## config.mk

```make
export PLATFORM = sky130hd
export DESIGN_NAME = bit_serial_adder
export DESIGN_NICKNAME = d
export VERILOG_FILES = /design/src/rtl/bit_serial_adder.sv
export SDC_FILE = /design/constraint.sdc
export NUM_CORES = 1
export LEC_CHECK = 0
export CAP_MARGIN = 10
export CORE_MARGIN = 3
export CORE_UTILIZATION = 40
export DETAILED_ROUTE_END_ITERATION = 10
export GPL_TIMING_DRIVEN = 0
export HOLD_SLACK_MARGIN = 0.06
export MAX_ROUTING_LAYER = met4
export PLACE_DENSITY_LB_ADDON = 0.12
export SYNTH_ARGS = -nofsm -noshare
export SYNTH_HDL_FRONTEND = slang
export SYNTH_SLANG_ARGS = --single-unit
```

## constraint.sdc

```tcl
create_clock -name clk -period 1.4 [get_ports clk]
set_input_delay 0.21 -clock clk [delete_from_list [all_inputs] [get_ports clk]]
set_output_delay 0.21 -clock clk [all_outputs]
set_load 0.05 [all_outputs]
```

## src/rtl/bit_serial_adder.sv

```systemverilog
`default_nettype none
// ============================================================================
//  Module   : bit_serial_adder
//  Purpose  : Adds two operands presented LSB-first, one bit pair per clock.
//             A carry flop links successive bits. Bits are framed into
//             WIDTH-bit words, and each result word is assembled in parallel
//             form and flagged with a one-cycle done pulse.
//  Ports    : clk        - rising-edge clock
//             rst        - asynchronous reset, active-high
//             in_a       - operand A bit (LSB first)
//             in_b       - operand B bit (LSB first)
//             en         - consume in_a/in_b this cycle; 0 holds all state
//             start      - current bit is bit 0 of a new word (carry-in = 0)
//             sum        - registered sum bit of the last consumed pair
//             carry_out  - registered carry of the last consumed pair
//             sum_word   - parallel result word, valid when word_done = 1
//             word_done  - one-cycle pulse on completion of a full word
//  Revision : 1.0 - initial release
// ============================================================================
module bit_serial_adder #(
  parameter int WIDTH = 8
) (
  input  logic             clk,
  input  logic             rst,
  input  logic             in_a,
  input  logic             in_b,
  input  logic             en,
  input  logic             start,
  output logic             sum,
  output logic             carry_out,
  output logic [WIDTH-1:0] sum_word,
  output logic             word_done
);

  // WIDTH >= 2, so the bit index always needs at least one bit.
  localparam int            CW     = $clog2(WIDTH);
  localparam logic [CW-1:0] c_zero = '0;
  localparam logic [CW-1:0] c_one  = CW'(1);
  localparam logic [CW-1:0] c_last = CW'(WIDTH - 1);

  logic [CW-1:0]    r_cnt;       // index of the next bit within the word
  logic             r_sum;
  logic             r_cout;
  logic [WIDTH-1:0] r_sum_word;
  logic             r_done;

  logic             w_cin;
  logic             w_sum;
  logic             w_cout;
  logic             w_last;

  // A new word starts either explicitly (start) or implicitly after the
  // previous word wrapped the index back to zero; either way the carry from
  // the previous bit must not leak into bit 0.
  assign w_cin  = (start || (r_cnt == c_zero)) ? 1'b0 : r_cout;
  assign w_sum  = in_a ^ in_b ^ w_cin;
  assign w_cout = (in_a & in_b) | (in_a & w_cin) | (in_b & w_cin);

  // start on the final index aborts that word, so it never completes it.
  assign w_last = ~start && (r_cnt == c_last);

  always_ff @(posedge clk or posedge rst) begin
    if (rst) begin
      r_cnt      <= c_zero;
      r_sum      <= 1'b0;
      r_cout     <= 1'b0;
      r_sum_word <= '0;
      r_done     <= 1'b0;
    end else begin
      r_done <= 1'b0;
      if (en) begin
        r_sum      <= w_sum;
        r_cout     <= w_cout;
        // LSB-first fill: after WIDTH shifts bit 0 has reached position 0.
        r_sum_word <= {w_sum, r_sum_word[WIDTH-1:1]};
        r_done     <= w_last;
        if (start) begin
          r_cnt <= c_one;
        end else if (r_cnt == c_last) begin
          r_cnt <= c_zero;
        end else begin
          r_cnt <= r_cnt + c_one;
        end
      end
    end
  end

  assign sum       = r_sum;
  assign carry_out = r_cout;
  assign sum_word  = r_sum_word;
  assign word_done = r_done;

endmodule
`default_nettype wire

```

==> results of run 1 <==
-- worst max-delay path by stage --
| stage | start | to | cells after the start |
|---|---|---|---|
| final | r_cnt[0]$_DFFE_PP0P_ | sum$_DFFE_PP0P_ | 6 |
| after global routing | r_cnt[1]$_DFFE_PP0P_ | r_cnt[0]$_DFFE_PP0P_ | 5 |
| after CTS | r_cnt[0]$_DFFE_PP0P_ | sum$_DFFE_PP0P_ | 6 |
| after detailed placement | start | sum$_DFFE_PP0P_ | 4 |
| after global placement | sum$_DFFE_PP0P_ | sum_word[7] | 2 |
| after floorplan | r_cnt[0]$_DFFE_PP0P_ | sum$_DFFE_PP0P_ | 6 |
-- logic make-up after synthesis --
group / after synthesis
muxes: 7
buffers and inverters: 8
AOI/OAI and AO/OA: 5
adders and majority gates: 4
and+or+nand+nor: 7
DFF: 13
-- metal layers --
layer,global-route usage,part of all wire
met5,-,0
met1,0.153,0.41
met3,0.0359,0.074
met2,0.206,0.49
met4,0.105,0.025
-- critical path, stage by stage (launching register included) --
cell	delay, ns
dfrtp_1	0.38
inv_2	0.06
ha_4	0.15
nand2b_1	0.06
nand3b_1	0.09
fa_1	0.51
a21oi_2	0.05
-- power by group through the flow --
| stage | logic [mW] | clock network [mW] | registers, mW |
|---|---|---|---|
| final | 0.664 | 0.230 | 0.550 |
| after global routing | 0.696 | 0.263 | 0.570 |
| after CTS | 0.685 | 0.245 | 0.551 |
| after detailed placement | 0.724 | 0 | 0.561 |
| after global placement | 0.712 | 0 | 0.556 |
| after floorplan | 0.198 | 0 | 0.846 |
-- area by class of cell --
class | count | area (um2) | area share
inverters | 6 | 25.0 | 0.0315
repair buffers | 17 | 129 | 0.162
clock buffers | 4 | 26.3 | 0.0331
multi-input cells | 23 | 249 | 0.314
flip-flops and latches | 13 | 327 | 0.412
plain buffers | 2 | 18.8 | 0.0237
well taps | 15 | 18.8 | 0.0237
-- cell usage after synthesis (all sizes together), types with 2 or more instances --
| cell | instances |
|---|---|
| dfrtp | 13 |
| mux2 | 7 |
| inv | 6 |
| ha | 3 |
| a21oi | 2 |
| a22o | 2 |
| buf | 2 |
| nor2 | 2 |
-- repair_timing --
item | 4_1_cts | 5_1_grt
setup buffers | 1 | 0
endpoints found under the setup margin | 13 | 12
gates resized for setup | 19 | 13
pin swaps | 5 | 1
-- registers in the layout, indices dropped and copies added, names as in the netlist --
| name | count |
|---|---|
| carry_out | 1 |
| r_cnt | 3 |
| sum | 1 |
| sum_word | 7 |
| word_done | 1 |
-- through the flow --
stage | TNS (ns) | power [mW]
final | -0.00683 | 1.44
after global routing | -0.109 | 1.53
after global placement | -0.133 | 1.27
after detailed placement | -0.235 | 1.29
after floorplan | 0 | 1.04
after CTS | -0.0374 | 1.48
==> flow_metrics.tcl, run 1 <==
set metrics [dict create \
    run_status "finished, violations left" \
    failing_checks "negative setup slack" \
    start_util 0.446 \
    critical_path_peak_fanout 3 \
    post_synthesis_adder_cell_area_fraction 0.0956 \
    synth_xor_xnor_area_share 0 \
    grt-ovfl-total 0 \
    mapped_cells 44 \
    hold_slack_ns 0.255 \
    hold_path.class "primary input to asynchronous set/reset pin" \
    hpwlAfterDp_um 810 \
    worst_slew_pin_slew_ns 0.500 \
    synth.yosys.warnings 0 \
    max-slew-margin-rel 0.666 \
    worst_reg2reg_startpoint "r_cnt[0]$_DFFE_PP0P_" \
    synth_top_cells_by_area "dfrtp_1 (54%), mux2_4 (12%), ha_1 (6.2%)" \
    final.setup.worst_slack_ns -0.00683 \
    most_frequent_standard_cell_in_the_layout_excluding_fill_and_tap_cells "dfrtp_1" \
    layout.cells.non_filler 80 \
    drtAntennaViolNets 0 \
    setup_violations 1 \
    worst_skew_pair.late_latency_ns 0.27 \
    most_frequent_cells_in_the_layout "dfrtp_1 (12), clkbuf_2 (7), mux2_4 (5), clkdlybuf4s50_1 (5), inv_1 (4)" \
    gp_routability_congestion 0.650 \
    grt_first_pass_wirelength_mm 1.78 \
    power_frac_comb 0.460 \
    cell_internal_pwr_mw 0.813 \
    final-max-slew-violation-count 0 \
    design.final.nets 76 \
    max_clock_freq_ghz 0.711 \
    n_antenna_cell 0 \
    grt_setup_unrepaired "true" \
    clock_path_buffers 2 \
    syn_to_final_growth_pct 31.8 \
    grt_antenna_before_repair 0 \
    r2r.worst_path.cells 6 \
    timing.setup.critical_path_class "flip-flop to flip-flop" \
    fraction_of_the_mapped_netlist_area_in_compound_gates 0.0582 \
    avgRoutedWirePerCell_um 13.3 \
    inserted_clock_buffers 3 \
    worst_endpoint_data_arrival_time_ns 1.57 \
    num-fill-cells 116 \
    htree_num_levels 1 \
    endpoint_kind "flip-flop" \
    synth.ff_latch_count 13 \
    synth.distinct_cells 18 \
    pwr-share-clk 0.159 \
    synth_area_per_cell_um2 13.7 \
    wl_mm 1.06 \
    grt_use_total 0.137 \
    muxShareOfSynthArea 0.162 \
    max_rail_drop_vdd_uv 660 \
    cts.sinks 13 \
    drc_errors 0 \
    io-pin-count 17 \
    synthArstFlopShare 1.00 \
    crit-reg2reg-capture "sum$_DFFE_PP0P_" \
    clock_skew_ns 0.00296 \
    p_leak_nw 0.392 \
    synth_top_area_cell "dfrtp_1" \
    ratio_of_cells_with_drive_above_1_in_the_final_layout 0.431 \
    hold_viol 0 \
    main_combinational_cell_family_by_area_after_synthesis "multiplexers" \
    net-switching-power_mw 0.631 \
    dpl_cell_area_um2 782 \
    cell_area_synth_um2 602 \
    crit_required_ns 1.57 \
    synth_edf_count 0 \
    netlist.area_leader.share 0.541 \
    fin_crit_period_ns 1.41 \
    detail_route.iter0.violations 1 \
    pwr-share-seq 0.381 \
    die_height_um 44.8 \
    power_density_mw_per_mm2 1820 \
    finish.utilization 0.588 \
    final_min_period_over_clock_period 1.00 \
    ff2ff_setup_slack_ns -0.007 \
    via_count 389 \
    coreArea_mm2 0.00135 \
    cts_tree "built" \
    detail_route.first_pass.iterations 2 \
    design.die.area_mm2 0.00201 \
    yosys.area_share.simple 0.0707 \
    synthesis.nets 54 \
    synth_seq_area_share 0.541 \
    postSynth.topFlopCell "dfrtp_1" \
    post-place-cells 75 \
    number_of_global_route_vias_before_repair 402 \
    final_design_instance_area_without_fill_um2 793 \
    holdBufCountCts 0 \
    die_width_um 44.8 \
    cts-root-buf "clkbuf_4" \
    portBuffers 16 \
    detail_route.vias_per_cell 4.86 \
    detailedPlace.worstSlack_ns -0.0892 \
    clock_transition_at_the_register_clock_pins_on_the_worst_setup_and_hold_paths_after_cts_ns 0.08 \
    switching_share 0.437 \
    drv.max_cap_violation_count 0 \
    floorplan.rows 13 \
    worstSetupStartpointType "flip-flop" \
    maximum_number_of_pins_on_one_net_before_global_route_repair 14 \
]
Note: power is estimated with default switching activity, not from simulation.
==> run 2: changes to the inputs <==
Settings changed: CORE_MARGIN 3 to 2.
==> run 2 against run 1 <==
The run still ends with negative setup slack left. Cell area down 0.79%. Via count down 0.77%. Wire length down 9.3%. Cell count up 1.3%. Highest routed layer unchanged. Die area down 8.7%. Clock-buffer cell count unchanged. First-iteration DRC count rose to 6.0 times the previous value. Non-clock buffer count up 1. Register-to-register slack about the same.
==> flow_metrics.tcl, run 2 (same netlist as run 1, synthesis figures left out) <==
set metrics [dict create \
    run_status "finished, violations left" \
    failing_checks "negative setup slack" \
    max_rail_drop_vdd_uv 1010 \
    sequential_standard_cell_area_um2 327 \
    power_frac_comb 0.455 \
    post-place-cells 75 \
    most_frequent_cells_in_the_layout "dfrtp_1 (12), clkbuf_2 (8), mux2_4 (5), clkdlybuf4s50_1 (5)" \
    die_width_um 42.8 \
    dpl_cell_area_um2 782 \
    max_stage_delay_ns 0.51 \
    cts_tree "built" \
    timing.setup.critical_path_class "flip-flop to flip-flop" \
    largest_reg_flops 7 \
    crit_buf_inv 1 \
    pwr-share-clk 0.159 \
    cts-root-buf "clkbuf_4" \
    pwr-share-seq 0.386 \
    fin_crit_period_ns 1.41 \
    cell_internal_pwr_mw 0.806 \
    drtAntennaViolNets 0 \
    start_util 0.446 \
    n_antenna_cell 0 \
    net-switching-power_mw 0.615 \
    avgRoutedWirePerCell_um 11.9 \
    worst_endpoint_data_arrival_time_ns 1.57 \
    path_cells "inv_2 -> ha_2 -> nand2b_1 -> nand3b_1 -> fa_1 -> a21oi_1" \
    final_min_period_over_clock_period 1.00 \
    worst_slew_pin_slew_ns 0.491 \
    drc_errors 0 \
    detail_route.first_pass.iterations 2 \
    drv.max_cap_violation_count 0 \
    wl_um 965 \
    hpwlAfterDp_um 703 \
    portBuffers 16 \
    endpoint_kind "flip-flop" \
    floorplan.rows 13 \
    number_of_global_route_vias_before_repair 383 \
    grt-ovfl-total 0 \
    final.setup.worst_slack_ns -0.00573 \
    detail_route.iter0.violations 6 \
    num-fill-cells 127 \
    detailedPlace.worstSlack_ns -0.0772 \
    setup_violations 1 \
    final-max-slew-violation-count 0 \
    holdBufCountCts 0 \
    grt_first_pass_wirelength_mm 1.64 \
    max_clock_freq_ghz 0.711 \
    detail_route.vias_per_cell 4.77 \
    worstSetupStartpointType "flip-flop" \
    critical-path-top-delay-family "adder cells" \
    design.final.nets 77 \
    area_taken_by_multi_input_logic_gates_um2 240 \
    grt_setup_unrepaired "true" \
    syn_to_final_growth_pct 30.8 \
    max-slew-margin-rel 0.672 \
    most_used_routing_layer "met2" \
    hold_viol 0 \
    power_density_mw_per_mm2 1810 \
    final_design_instance_area_without_fill_um2 787 \
    ratio_of_cells_with_drive_above_1_in_the_final_layout 0.470 \
    clock_transition_at_the_register_clock_pins_on_the_worst_setup_and_hold_paths_after_cts_ns 0.08 \
    clock_path_buffers 2 \
    most_frequent_standard_cell_in_the_layout_excluding_fill_and_tap_cells "dfrtp_1" \
    maximum_number_of_pins_on_one_net_before_global_route_repair 14 \
    hold_slack_ns 0.257 \
    grt_use_met2 0.173 \
    grt_antenna_before_repair 0 \
    io-pin-count 17 \
    p_leak_nw 0.390 \
    crit_required_ns 1.56 \
    worst_path_max_delay_cell "fa_1" \
    grt_use_total 0.131 \
    htree_num_levels 1 \
    coreArea_mm2 0.00135 \
    die_height_um 42.8 \
    layout.cells.non_filler 81 \
    clock_skew_ns 0.00301 \
    critical_path_peak_fanout 2 \
    via_count 386 \
    gp_routability_congestion 0.646 \
    grt_util_met3 0.0766 \
    inserted_clock_buffers 3 \
    design.die.area_mm2 0.00183 \
    hold_path.class "primary input to asynchronous set/reset pin" \
    cts.sinks 13 \
    switching_share 0.433 \
    worst_skew_pair.late_latency_ns 0.27 \
    globalRouteMet1Util 0.161 \
]
==> run 2: cell types whose count changed in the layout (fill, tap and decap cells not counted) <==
| cell | previous run | this run |
|---|---|---|
| ha_4 | 1 | 0 |
| ha_1 | 2 | 0 |
| a21oi_1 | 1 | 2 |
| clkbuf_2 | 7 | 8 |
| ha_2 | 0 | 3 |
| buf_4 | 3 | 4 |
| clkdlybuf4s15_1 | 2 | 1 |
| a21oi_2 | 1 | 0 |
==> run 2: power groups by stage <==
stage	registers [mW]	clock network [mW]	logic, mW
2_1_floorplan	0.846	0	0.198
3_3_place_gp	0.556	0	0.711
3_5_place_dp	0.558	0	0.718
4_1_cts	0.548	0.238	0.678
5_1_grt	0.566	0.259	0.688
6_report	0.548	0.226	0.647
==> run 2: per-stage QoR <==
step                      utilization  power, mW  setup TNS, ns
after floorplan                     -       1.04              0
after global placement          0.579       1.27         -0.133
after detailed placement        0.579       1.28         -0.196
after CTS                       0.602       1.46        -0.0134
after global routing            0.583       1.51         -0.155
final                           0.583       1.42       -0.00573
==> run 2: path summary, 6_finish.rpt <==
| check | start | end | slack, ns | cells past startpoint |
|---|---|---|---|---|
| setup / recovery | r_cnt[0]$_DFFE_PP0P_ | sum$_DFFE_PP0P_ | -0.006 | 6 |
| hold / removal | rst | sum_word[1]$_DFFE_PP0P_ | 0.26 | 2 |
| setup reg to reg | r_cnt[0]$_DFFE_PP0P_ | sum$_DFFE_PP0P_ | -0.006 | 6 |
| hold reg to reg | sum_word[0]$_DFFE_PP0P_ | sum_word[0]$_DFFE_PP0P_ | 0.51 | 1 |
| max in group asynchronous | rst | carry_out$_DFFE_PP0P_ | 0.79 | 2 |
| min in group clk | sum_word[0]$_DFFE_PP0P_ | sum_word[0]$_DFFE_PP0P_ | 0.51 | 1 |
==> run 2: repair_timing <==
action	in CTS	in global routing
endpoints found under the setup margin	12	12
pin swaps	0	4
gates cloned	0	0
setup buffers	2	0
gates resized for setup	16	17
==> run 2: per-layer routing <==
layer / wire, um / part of all wire
met5: 0 / 0
met4: 8 / 0.0083
met3: 67 / 0.069
met2: 439 / 0.45
met1: 450 / 0.47
==> run 2: worst reg2reg max path, stage by stage (launching register included) <==
cell	delay, ns
dfrtp_1	0.37
inv_2	0.05
ha_2	0.16
nand2b_1	0.06
nand3b_1	0.09
fa_1	0.51
a21oi_1	0.05
==> run 2: final cells by class <==
class / instances / area share
clock buffer: 4 / 0.0334
inverter: 6 / 0.0318
buffer: 2 / 0.0238
multi-input combinational: 23 / 0.305
tap: 15 / 0.0238
timing repair buffer: 18 / 0.167
sequential: 13 / 0.415
